`config.mk`:
```
export PLATFORM = sky130hd
export DESIGN_NAME = level_loader_flat
export DESIGN_NICKNAME = d
export VERILOG_FILES = /design/src/rtl/level_loader_if.sv /design/src/rtl/level_loader.sv /design/src/flat_wrapper.sv
export SDC_FILE = /design/constraint.sdc
export NUM_CORES = 1
export LEC_CHECK = 0
export ABC_AREA = 1
export BUFFER_PORTS_ARGS = -buffer_cell sky130_fd_sc_hd__buf_2
export CAP_MARGIN = 10
export CORE_ASPECT_RATIO = 1.25
export CORE_UTILIZATION = 50
export CTS_CLUSTER_DIAMETER = 80
export DETAILED_ROUTE_END_ITERATION = 10
export PLACE_DENSITY = 0.72
export SYNTH_ARGS = -nofsm -noshare
export SYNTH_HDL_FRONTEND = slang
export SYNTH_SLANG_ARGS = --single-unit
export TNS_END_PERCENT = 100
```
`constraint.sdc`:
```
create_clock -name clk -period 3.5 [get_ports clk]
set_input_delay 0.525 -clock clk [delete_from_list [all_inputs] [get_ports clk]]
set_output_delay 0.525 -clock clk [all_outputs]
set_load 0.05 [all_outputs]
```
`src/rtl/level_loader_if.sv`:
```
// rtl/level_loader_if.sv - level loader request, ROM and map-write bundle
interface level_loader_if;
  logic       start;
  logic [2:0] level;
  logic [9:0] rom_addr;
  logic [3:0] rom_data;
  logic       wr_en;
  logic [3:0] wr_x;
  logic [3:0] wr_y;
  logic [3:0] wr_cur;
  logic [3:0] wr_env;
  logic [3:0] p_x;
  logic [3:0] p_y;
  logic [6:0] box_num;
  logic       busy;
  logic       ready;
  logic       err;

  // Game side: requests loads, supplies ROM data, consumes writes and results.
  modport master (
    output start, level, rom_data,
    input  rom_addr, wr_en, wr_x, wr_y, wr_cur, wr_env,
    input  p_x, p_y, box_num, busy, ready, err
  );

  // Loader side.
  modport slave (
    input  start, level, rom_data,
    output rom_addr, wr_en, wr_x, wr_y, wr_cur, wr_env,
    output p_x, p_y, box_num, busy, ready, err
  );
endinterface

```
`src/rtl/level_loader.sv`:
```
// rtl/level_loader.sv - streams one level from ROM into the current/environment maps
module level_loader #(
  parameter int         MAP_W          = 10,
  parameter int         MAP_H          = 10,
  parameter int         MAX_LEVEL      = 3,
  parameter int         ROM_LAT        = 2,
  parameter logic [3:0] CODE_GROUND    = 4'd0,
  parameter logic [3:0] CODE_TARGET    = 4'd2,
  parameter logic [3:0] CODE_BOX       = 4'd3,
  parameter logic [3:0] CODE_PLAYER    = 4'd4,
  parameter logic [3:0] CODE_PLAYER_UP = 4'd4
) (
  input logic           clk,
  input logic           rst_n,
  level_loader_if.slave bus
);

  localparam int CELLS = MAP_W * MAP_H;
  localparam int TL    = ROM_LAT - 1;

  localparam logic [1:0] S_IDLE  = 2'd0;
  localparam logic [1:0] S_FETCH = 2'd1;
  localparam logic [1:0] S_DRAIN = 2'd2;
  localparam logic [1:0] S_DONE  = 2'd3;

  // Flat ROM address of cell (x,y) within level lv (levels are 1-based).
  function automatic logic [9:0] cell_addr(input logic [2:0] lv, input logic [3:0] x,
                                           input logic [3:0] y);
    logic [9:0] lv_off;
    lv_off = 10'(lv) - 10'd1;
    return lv_off * 10'(CELLS) + 10'(y) * 10'(MAP_W) + 10'(x);
  endfunction

  logic [1:0] state_q, state_d;
  logic [2:0] level_q;
  logic [3:0] x_q, y_q, x_d, y_d;
  logic [9:0] rom_addr_q;

  logic       tag_v_q [ROM_LAT];
  logic [3:0] tag_x_q [ROM_LAT];
  logic [3:0] tag_y_q [ROM_LAT];
  logic       tags_busy;

  logic       wr_en_q;
  logic [3:0] wr_x_q, wr_y_q, wr_cur_q, wr_env_q;
  logic [3:0] p_x_q, p_y_q;
  logic [6:0] player_cnt_q, box_cnt_q, target_cnt_q;
  logic       busy_q, ready_q, err_q;

  logic level_ok, accept_ok, accept_bad, last_cell, bad_map;

  assign level_ok   = (bus.level != 3'd0) && (int'(bus.level) <= MAX_LEVEL);
  assign accept_ok  = (state_q == S_IDLE) && bus.start && level_ok;
  assign accept_bad = (state_q == S_IDLE) && bus.start && !level_ok;
  assign last_cell  = (x_q == 4'(MAP_W - 1)) && (y_q == 4'(MAP_H - 1));
  assign bad_map    = (player_cnt_q != 7'd1) || (box_cnt_q == 7'd0) ||
                      (box_cnt_q != target_cnt_q);

  // Any cell still in flight between address issue and the write register.
  always_comb begin
    tags_busy = 1'b0;
    for (int i = 0; i < ROM_LAT; i++) tags_busy = tags_busy | tag_v_q[i];
  end

  // Next scan position, x fastest.
  always_comb begin
    x_d = x_q;
    y_d = y_q;
    if (x_q == 4'(MAP_W - 1)) begin
      x_d = 4'd0;
      y_d = y_q + 4'd1;
    end else begin
      x_d = x_q + 4'd1;
    end
  end

  // Sequencer next state.
  always_comb begin
    state_d = state_q;
    case (state_q)
      S_IDLE:  if (accept_ok) state_d = S_FETCH;
               else if (accept_bad) state_d = S_DONE;
      S_FETCH: if (last_cell) state_d = S_DRAIN;
      S_DRAIN: if (!tags_busy) state_d = S_DONE;
      S_DONE:  state_d = S_IDLE;
      default: state_d = S_IDLE;
    endcase
  end

  // State plus status flags; ready/err pulse on entry to DONE.
  always_ff @(posedge clk or negedge rst_n) begin
    if (!rst_n) begin
      state_q <= S_IDLE;
      busy_q  <= 1'b0;
      ready_q <= 1'b0;
      err_q   <= 1'b0;
    end else begin
      state_q <= state_d;
      busy_q  <= (state_d == S_FETCH) || (state_d == S_DRAIN);
      ready_q <= (state_d == S_DONE);
      err_q   <= accept_bad ||
                 ((state_q == S_DRAIN) && (state_d == S_DONE) && bad_map);
    end
  end

  // Address generator: first address on accept, then one per FETCH cycle.
  always_ff @(posedge clk or negedge rst_n) begin
    if (!rst_n) begin
      level_q    <= 3'd0;
      x_q        <= 4'd0;
      y_q        <= 4'd0;
      rom_addr_q <= 10'd0;
    end else if (accept_ok) begin
      level_q    <= bus.level;
      x_q        <= 4'd0;
      y_q        <= 4'd0;
      rom_addr_q <= cell_addr(bus.level, 4'd0, 4'd0);
    end else if ((state_q == S_FETCH) && !last_cell) begin
      x_q        <= x_d;
      y_q        <= y_d;
      rom_addr_q <= cell_addr(level_q, x_d, y_d);
    end
  end

  // Tag pipeline: carries each issued cell's position until its ROM data arrives.
  always_ff @(posedge clk or negedge rst_n) begin
    if (!rst_n) begin
      for (int i = 0; i < ROM_LAT; i++) begin
        tag_v_q[i] <= 1'b0;
        tag_x_q[i] <= 4'd0;
        tag_y_q[i] <= 4'd0;
      end
    end else begin
      tag_v_q[0] <= (state_q == S_FETCH);
      tag_x_q[0] <= x_q;
      tag_y_q[0] <= y_q;
      for (int i = 1; i < ROM_LAT; i++) begin
        tag_v_q[i] <= tag_v_q[i-1];
        tag_x_q[i] <= tag_x_q[i-1];
        tag_y_q[i] <= tag_y_q[i-1];
      end
    end
  end

  // Map write register plus player/box/target bookkeeping from arriving ROM data.
  always_ff @(posedge clk or negedge rst_n) begin
    if (!rst_n) begin
      wr_en_q      <= 1'b0;
      wr_x_q       <= 4'd0;
      wr_y_q       <= 4'd0;
      wr_cur_q     <= 4'd0;
      wr_env_q     <= 4'd0;
      p_x_q        <= 4'd0;
      p_y_q        <= 4'd0;
      player_cnt_q <= 7'd0;
      box_cnt_q    <= 7'd0;
      target_cnt_q <= 7'd0;
    end else begin
      wr_en_q <= tag_v_q[TL];
      if (accept_ok) begin
        p_x_q        <= 4'd0;
        p_y_q        <= 4'd0;
        player_cnt_q <= 7'd0;
        box_cnt_q    <= 7'd0;
        target_cnt_q <= 7'd0;
      end else if (tag_v_q[TL]) begin
        wr_x_q <= tag_x_q[TL];
        wr_y_q <= tag_y_q[TL];
        if (bus.rom_data == CODE_PLAYER) begin
          wr_cur_q     <= CODE_PLAYER_UP;
          wr_env_q     <= CODE_GROUND;
          p_x_q        <= tag_x_q[TL];
          p_y_q        <= tag_y_q[TL];
          player_cnt_q <= player_cnt_q + 7'd1;
        end else if (bus.rom_data == CODE_BOX) begin
          wr_cur_q  <= CODE_BOX;
          wr_env_q  <= CODE_GROUND;
          box_cnt_q <= box_cnt_q + 7'd1;
        end else if (bus.rom_data == CODE_TARGET) begin
          wr_cur_q     <= CODE_TARGET;
          wr_env_q     <= CODE_TARGET;
          target_cnt_q <= target_cnt_q + 7'd1;
        end else begin
          wr_cur_q <= bus.rom_data;
          wr_env_q <= bus.rom_data;
        end
      end
    end
  end

  assign bus.rom_addr = rom_addr_q;
  assign bus.wr_en    = wr_en_q;
  assign bus.wr_x     = wr_x_q;
  assign bus.wr_y     = wr_y_q;
  assign bus.wr_cur   = wr_cur_q;
  assign bus.wr_env   = wr_env_q;
  assign bus.p_x      = p_x_q;
  assign bus.p_y      = p_y_q;
  assign bus.box_num  = box_cnt_q;
  assign bus.busy     = busy_q;
  assign bus.ready    = ready_q;
  assign bus.err      = err_q;

endmodule
```
`src/flat_wrapper.sv`:
```
// flat-port wrapper written by rule: the top's interface ports become plain ports
module level_loader_flat 
#(
  parameter int         MAP_W          = 10,
  parameter int         MAP_H          = 10,
  parameter int         MAX_LEVEL      = 3,
  parameter int         ROM_LAT        = 2,
  parameter logic [3:0] CODE_GROUND    = 4'd0,
  parameter logic [3:0] CODE_TARGET    = 4'd2,
  parameter logic [3:0] CODE_BOX       = 4'd3,
  parameter logic [3:0] CODE_PLAYER    = 4'd4,
  parameter logic [3:0] CODE_PLAYER_UP = 4'd4
)
  (clk, rst_n, bus_start, bus_level, bus_rom_data, bus_rom_addr, bus_wr_en, bus_wr_x, bus_wr_y, bus_wr_cur, bus_wr_env, bus_p_x, bus_p_y, bus_box_num, bus_busy, bus_ready, bus_err);
  level_loader_if bus_i ();
  input logic clk;
  input logic rst_n;
  input wire logic [$bits(bus_i.start)-1:0] bus_start;
  input wire logic [$bits(bus_i.level)-1:0] bus_level;
  input wire logic [$bits(bus_i.rom_data)-1:0] bus_rom_data;
  output wire logic [$bits(bus_i.rom_addr)-1:0] bus_rom_addr;
  output wire logic [$bits(bus_i.wr_en)-1:0] bus_wr_en;
  output wire logic [$bits(bus_i.wr_x)-1:0] bus_wr_x;
  output wire logic [$bits(bus_i.wr_y)-1:0] bus_wr_y;
  output wire logic [$bits(bus_i.wr_cur)-1:0] bus_wr_cur;
  output wire logic [$bits(bus_i.wr_env)-1:0] bus_wr_env;
  output wire logic [$bits(bus_i.p_x)-1:0] bus_p_x;
  output wire logic [$bits(bus_i.p_y)-1:0] bus_p_y;
  output wire logic [$bits(bus_i.box_num)-1:0] bus_box_num;
  output wire logic [$bits(bus_i.busy)-1:0] bus_busy;
  output wire logic [$bits(bus_i.ready)-1:0] bus_ready;
  output wire logic [$bits(bus_i.err)-1:0] bus_err;
  assign bus_i.start = bus_start;
  assign bus_i.level = bus_level;
  assign bus_i.rom_data = bus_rom_data;
  assign bus_rom_addr = bus_i.rom_addr;
  assign bus_wr_en = bus_i.wr_en;
  assign bus_wr_x = bus_i.wr_x;
  assign bus_wr_y = bus_i.wr_y;
  assign bus_wr_cur = bus_i.wr_cur;
  assign bus_wr_env = bus_i.wr_env;
  assign bus_p_x = bus_i.p_x;
  assign bus_p_y = bus_i.p_y;
  assign bus_box_num = bus_i.box_num;
  assign bus_busy = bus_i.busy;
  assign bus_ready = bus_i.ready;
  assign bus_err = bus_i.err;
  level_loader #(.MAP_W(MAP_W), .MAP_H(MAP_H), .MAX_LEVEL(MAX_LEVEL), .ROM_LAT(ROM_LAT), .CODE_GROUND(CODE_GROUND), .CODE_TARGET(CODE_TARGET), .CODE_BOX(CODE_BOX), .CODE_PLAYER(CODE_PLAYER), .CODE_PLAYER_UP(CODE_PLAYER_UP)) u_core (.clk(clk), .rst_n(rst_n), .bus(bus_i));
endmodule
```
# Yosys cells after proc, flatten, opt, wreduce, memory -nomap -nowiden
# Cells that the tools add are included.
# word_totals
regBits	90
latchBits	0
ram_bits	0
mem_bits_ro	0
inputBits	10
word_cells	116
mem_count	0
# op_classes
n_addsub	9
multipliers	3
n_div	0
n_lt_le_gt_ge	1
n_eq_ne	15
shift	0
muxes	36
n_bitwise	2
reduce_logical	26
# op_table
cell	n
$mux W7	12
$mux W4	17
$add A7 B1 Y7 const B	3
$mul A10 B5 Y8 const B	2
$mux W10	2
$add A10 B4 Y10	1
$add A10 B8 Y10	1
$reduce_bool A2 Y1	5
$add A4 B1 Y4 const B	2
$eq A2 B2 Y1 const B	4
$eq A4 B2 Y1 const B	2
$eq A4 B4 Y1 const B	2
$logic_and A1 B1 Y1	8
$mux W2	4
$pmux W2 S4	1
$sub A3 B1 Y4 const B	2
$logic_not A7 Y1	1
$mul A4 B3 Y7 const B	1
$ne A7 B1 Y1 const B	1
$ne A7 B7 Y1	1
$eq A2 B1 Y1 const B	2
$eq A4 B3 Y1 const B	1
$logic_or A1 B1 Y1	4
$ne A2 B1 Y1 const B	2
9 further kinds	11

# Longest topological paths before layout
# logic_depth
word_depth	11
mapped_depth	24

# Worst setup path before layout
# OpenSTA, ideal clock, no wires.
# synth_path
kind	register -> register
startpoint	register u_core.level_q[0]
endpoint	register u_core.rom_addr_q[9] (netlist: u_core.bus.rom_addr[9])
setup_ns	0.077
t_arrival_ns	3.666
required_ns	3.423
slack_ns	-0.243
stages_incl_launch_ff	20
path_buffers	0
synth_period_minus_slack_ns	3.743
cell_sequence	dfrtp_1 > inv_1 > ha_1 > xnor2_1 > inv_1 > ha_1 > inv_1 > fa_1 > fa_1 > inv_1 > ha_1 > xor2_1 > ha_1 > nand2_1 > inv_1 > a21oi_1 > nand2_1 > nand3_1 > nand3_1 > a21oi_1
# synth_between
elab_chain_len	6
# synth_lines
element	line	text
from (decl)	level_loader.sv:35	logic [2:0] level_q;
from (signal assigned)	level_loader.sv:114	level_q <= bus.level;
$sub A3 B1 Y4	level_loader.sv:30	lv_off = 10'(lv) - 10'd1;
$mul A10 B5 Y8	level_loader.sv:31	return lv_off * 10'(CELLS) + 10'(y) * 10'(MAP_W) + 10'(x);
$add A10 B8 Y10	level_loader.sv:31	
$add A10 B4 Y10	level_loader.sv:31	
$mux W10	level_loader.sv:118	end else if ((state_q == S_FETCH) && !last_cell) begin
$mux W10	level_loader.sv:113	end else if (accept_ok) begin
to (signal assigned)	level_loader.sv:117	rom_addr_q <= cell_addr(bus.level, 4'd0, 4'd0);
to (signal assigned)	level_loader.sv:121	rom_addr_q <= cell_addr(level_q, x_d, y_d);
to (decl)	level_loader.sv:37	logic [9:0] rom_addr_q;
# No other way between the ends. The select of a mux whose other input is x is not followed.
# A chain may end at the register's enable or synchronous reset.

# Final worst setup path
# layout_path
startpoint	register u_core.level_q[1]
endpoint	register u_core.rom_addr_q[9] (netlist: u_core.bus.rom_addr[9])
# Same word-level chain as after synthesis.

==> impl_metrics.env <==
export IMPL_hp_class="in -> async"
export IMPL_synth_commonest_cells="131 x nand2_1, 88 x dfrtp_1, 86 x inv_1"
export IMPL_violations="negative setup slack"
export IMPL_yosysUniqueCellTypes=44
export IMPL_grt_pass1_wl_mm=19.5
export IMPL_syn_inst=595
export IMPL_yosysWarnings=0
export IMPL_cp_start_kind="register"
export IMPL_yosysTopAreaCellShare=0.418
export IMPL_drv_slew=0
export IMPL_power_mw=6.97
export IMPL_syn_to_final_growth_pct=20.9
export IMPL_num_rows=41
export IMPL_worstMarginPinSlew_ns=0.584
export IMPL_die_h_um=117
export IMPL_leakage_nw=3.40
export IMPL_antennaDiodeCount=0
export IMPL_place_ws_ns=-0.0772
export IMPL_die_w_um=93.9
export IMPL_clock_sink_count=88
export IMPL_clock_fmax_ghz=0.283
export IMPL_gp_congestion=0.851
export IMPL_setup_ws_ns=-0.0388
export IMPL_drt_wl_total_mm=12.1
export IMPL_fin_worst_skew_ns=0.00886
export IMPL_clk_latency_ns=0.34
export IMPL_ant_nets=0
export IMPL_cts_htree_levels=3
export IMPL_worstSetupEndpointType="register"
export IMPL_yosysMostFrequentCell="nand2_1"
export IMPL_ios=55
export IMPL_route_vias_total=4309
export IMPL_drtIter0Drc=193
export IMPL_synth_top_cells_by_area="dfrtp_1 42%, ha_1 10%, nand2_1 9.3%, inv_1 6.1%, nand3_1 5.3%"
export IMPL_syn_cell_area_um2=5270
export IMPL_cts_made_buffers=9
export IMPL_cts_tree="yes"
export IMPL_setup_violations=2
export IMPL_p_per_area_nw_per_um2=1090
export IMPL_grt_overflow=0
export IMPL_period_needed_ns=3.54
export IMPL_crit_type="reg -> reg"
export IMPL_maxCapViolCount=0
export IMPL_io_buffers=54
export IMPL_fill_cells=870
export IMPL_synth_avg_cell_area_um2=8.86
export IMPL_die_area_um2=11000
export IMPL_viasPerCell=5.26
export IMPL_rsz0062_at_grt="yes"
export IMPL_hpwlAfterDp_mm=8.33
export IMPL_max_slew_margin_rel=0.610
export IMPL_track_usage=0.229
export IMPL_drtPass1Iterations=4
export IMPL_ir_worst_vdd_v=0.000682
export IMPL_synth_edf_count=0
export IMPL_clk_path_buf_depth=2
export IMPL_syn_nets=659
export IMPL_drc=0
export IMPL_status="finished, violations left"
export IMPL_grt_max_degree=46
export IMPL_ctsRootBufferMaster="clkbuf_16"
export IMPL_ys_ff_latch=88
export IMPL_synth_ff_type="dfrtp_1"
export IMPL_start_util=0.519
export IMPL_ys_async_sr_fraction=1.00
export IMPL_clk_pin_slew_ns=0.07
export IMPL_fin_util=0.628
export IMPL_finalSetupTns_ns=-0.0527
export IMPL_num_nets_final=749
export IMPL_synth_top_area_cell="dfrtp_1"
export IMPL_required_ns=3.77
export IMPL_yosysSeqAreaShare=0.418
export IMPL_post_drt_wl_per_cell_um=14.8
export IMPL_drive_gt1_frac=0.265
export IMPL_hold_viol_final=0
export IMPL_crit_arrival_ns=3.81
export IMPL_critPathMaxFanout=3
export IMPL_fin_crit_sh=1.01
export IMPL_antenna_found_initial=0
export IMPL_first_global_vias=4323
export IMPL_coreArea_um2=10200
-- path summary, 6_finish.rpt --
| path | from | endpoint | slack, ns | cells past startpoint |
|---|---|---|---|---|
| hold / removal | rst_n | u_core.bus.wr_env[3]$_DFFE_PN0P_ | 0.17 | 1 |
| hold reg to reg | u_core.tag_x_q[5]$_DFF_PN0_ | u_core.tag_x_q[1]$_DFF_PN0_ | 0.35 | 0 |
| max in group asynchronous | rst_n | u_core.bus.wr_y[0]$_DFFE_PN0P_ | 2.59 | 2 |
| setup / recovery | u_core.level_q[1]$_DFFE_PN0P_ | u_core.bus.rom_addr[9]$_DFFE_PN0P_ | -0.04 | 19 |
| setup reg to reg | u_core.level_q[1]$_DFFE_PN0P_ | u_core.bus.rom_addr[9]$_DFFE_PN0P_ | -0.04 | 19 |
| min in group clk | u_core.tag_x_q[5]$_DFF_PN0_ | u_core.tag_x_q[1]$_DFF_PN0_ | 0.35 | 0 |
-- registers in the layout (all words and copies together) (netlist names), 7 cells and up --
register             count
u_core.bus.rom_addr     10
u_core.bus.box_num       7
u_core.tag_x_q           8
u_core.target_cnt_q      7
u_core.player_cnt_q      7
u_core.tag_y_q           8
-- cell families after synthesis --
logic type,after synthesis,share of synthesized area
buffers and inverters,107,0.0907
AO/OA/AOI/OAI,63,0.0710
XOR/XNOR,19,0.0330
flip-flops,88,0.418
adder cells (fa/ha/maj),54,0.145
AND/OR/NAND/NOR,264,0.243
-- critical path, cell delays in order (launching register included) --
cell and delay [ns]:
dfrtp_1 0.39, inv_2 0.10, ha_4 0.18, xnor2_4 0.13, inv_2 0.07, ha_4 0.16, inv_2 0.05, fa_1 0.43
fa_1 0.56, inv_2 0.05, ha_4 0.21, xor2_1 0.16, ha_1 0.34, nand2_1 0.08, nand2_1 0.07, a21oi_2 0.13
nand2_2 0.08, nand3_2 0.06, nand3_2 0.08, a21oi_2 0.13
-- repair_timing --
| action | CTS | global route |
|---|---|---|
| setup endpoints to repair | 3 | 4 |
| gates resized for setup | 8 | 29 |
| buffers inserted | 10 | 4 |
| hold buffers | 0 | 0 |
| pin swaps | 9 | 24 |
-- stage by stage --
| step | hold slack, ns | std cells | area (um2) |
|---|---|---|---|
| after floorplan | 0.229 | 595 | 5310 |
| after global placement | 0.333 | 789 | 5800 |
| after detailed placement | 0.336 | 789 | 5800 |
| after CTS | 0.187 | 815 | 6240 |
| after global routing | 0.197 | 819 | 6370 |
| final | 0.167 | 819 | 6370 |
-- placed cells by master, fill, tap and decap left out, types with 2 or more instances in the layout --
master | netlist | final
clkbuf_16 | 0 | 9
xnor2_1 | 3 | 2
ha_1 | 42 | 33
a21oi_2 | 0 | 3
nand4_1 | 11 | 11
nand3_1 | 56 | 54
o21ai_1 | 6 | 9
nor2_2 | 2 | 3
a21oi_1 | 14 | 11
dfrtp_1 | 88 | 87
buf_2 | 4 | 53
o211ai_1 | 2 | 2
nor3_1 | 4 | 4
fa_1 | 12 | 11
buf_4 | 3 | 39
inv_1 | 86 | 77
a31oi_1 | 2 | 2
o21ai_2 | 7 | 7
nor2_8 | 2 | 2
clkinv_4 | 0 | 2
inv_2 | 7 | 16
nand3_2 | 4 | 6
nor2_4 | 2 | 2
nand2_4 | 7 | 7
o21ai_0 | 21 | 18
ha_4 | 0 | 8
o22ai_1 | 4 | 4
nand2_1 | 131 | 126
nor2_1 | 35 | 34
xor2_1 | 15 | 14
nand2_2 | 4 | 9
-- power by group --
group	internal (mW)	leakage, nW	switching, mW
logic	1.53	2.11	2.73
registers	1.42	1.14	0.284
clock network	0.583	0.151	0.425
total	3.53	3.40	3.44
-- per-layer routing --
layer,share of wire,GRT usage,vias to the layer above
li1,-,-,2086
met1,0.42,0.267,2098
met2,0.53,0.412,98
met3,0.029,0.0413,27
met4,0.026,0.0985,0
met5,0,0,-
-- cell type report --
| type | count | area (um2) | share of cell area |
|---|---|---|---|
| multi-input combinational | 400 | 2780 | 0.437 |
| sequential | 88 | 2200 | 0.346 |
| clock inverter | 6 | 75.1 | 0.0118 |
| timing repair buffer | 92 | 558 | 0.0875 |
| tap | 129 | 161 | 0.0253 |
| inverter | 94 | 355 | 0.0557 |
| clock buffer | 10 | 239 | 0.0375 |
No activity file was read; power rests on OpenSTA's default activity.
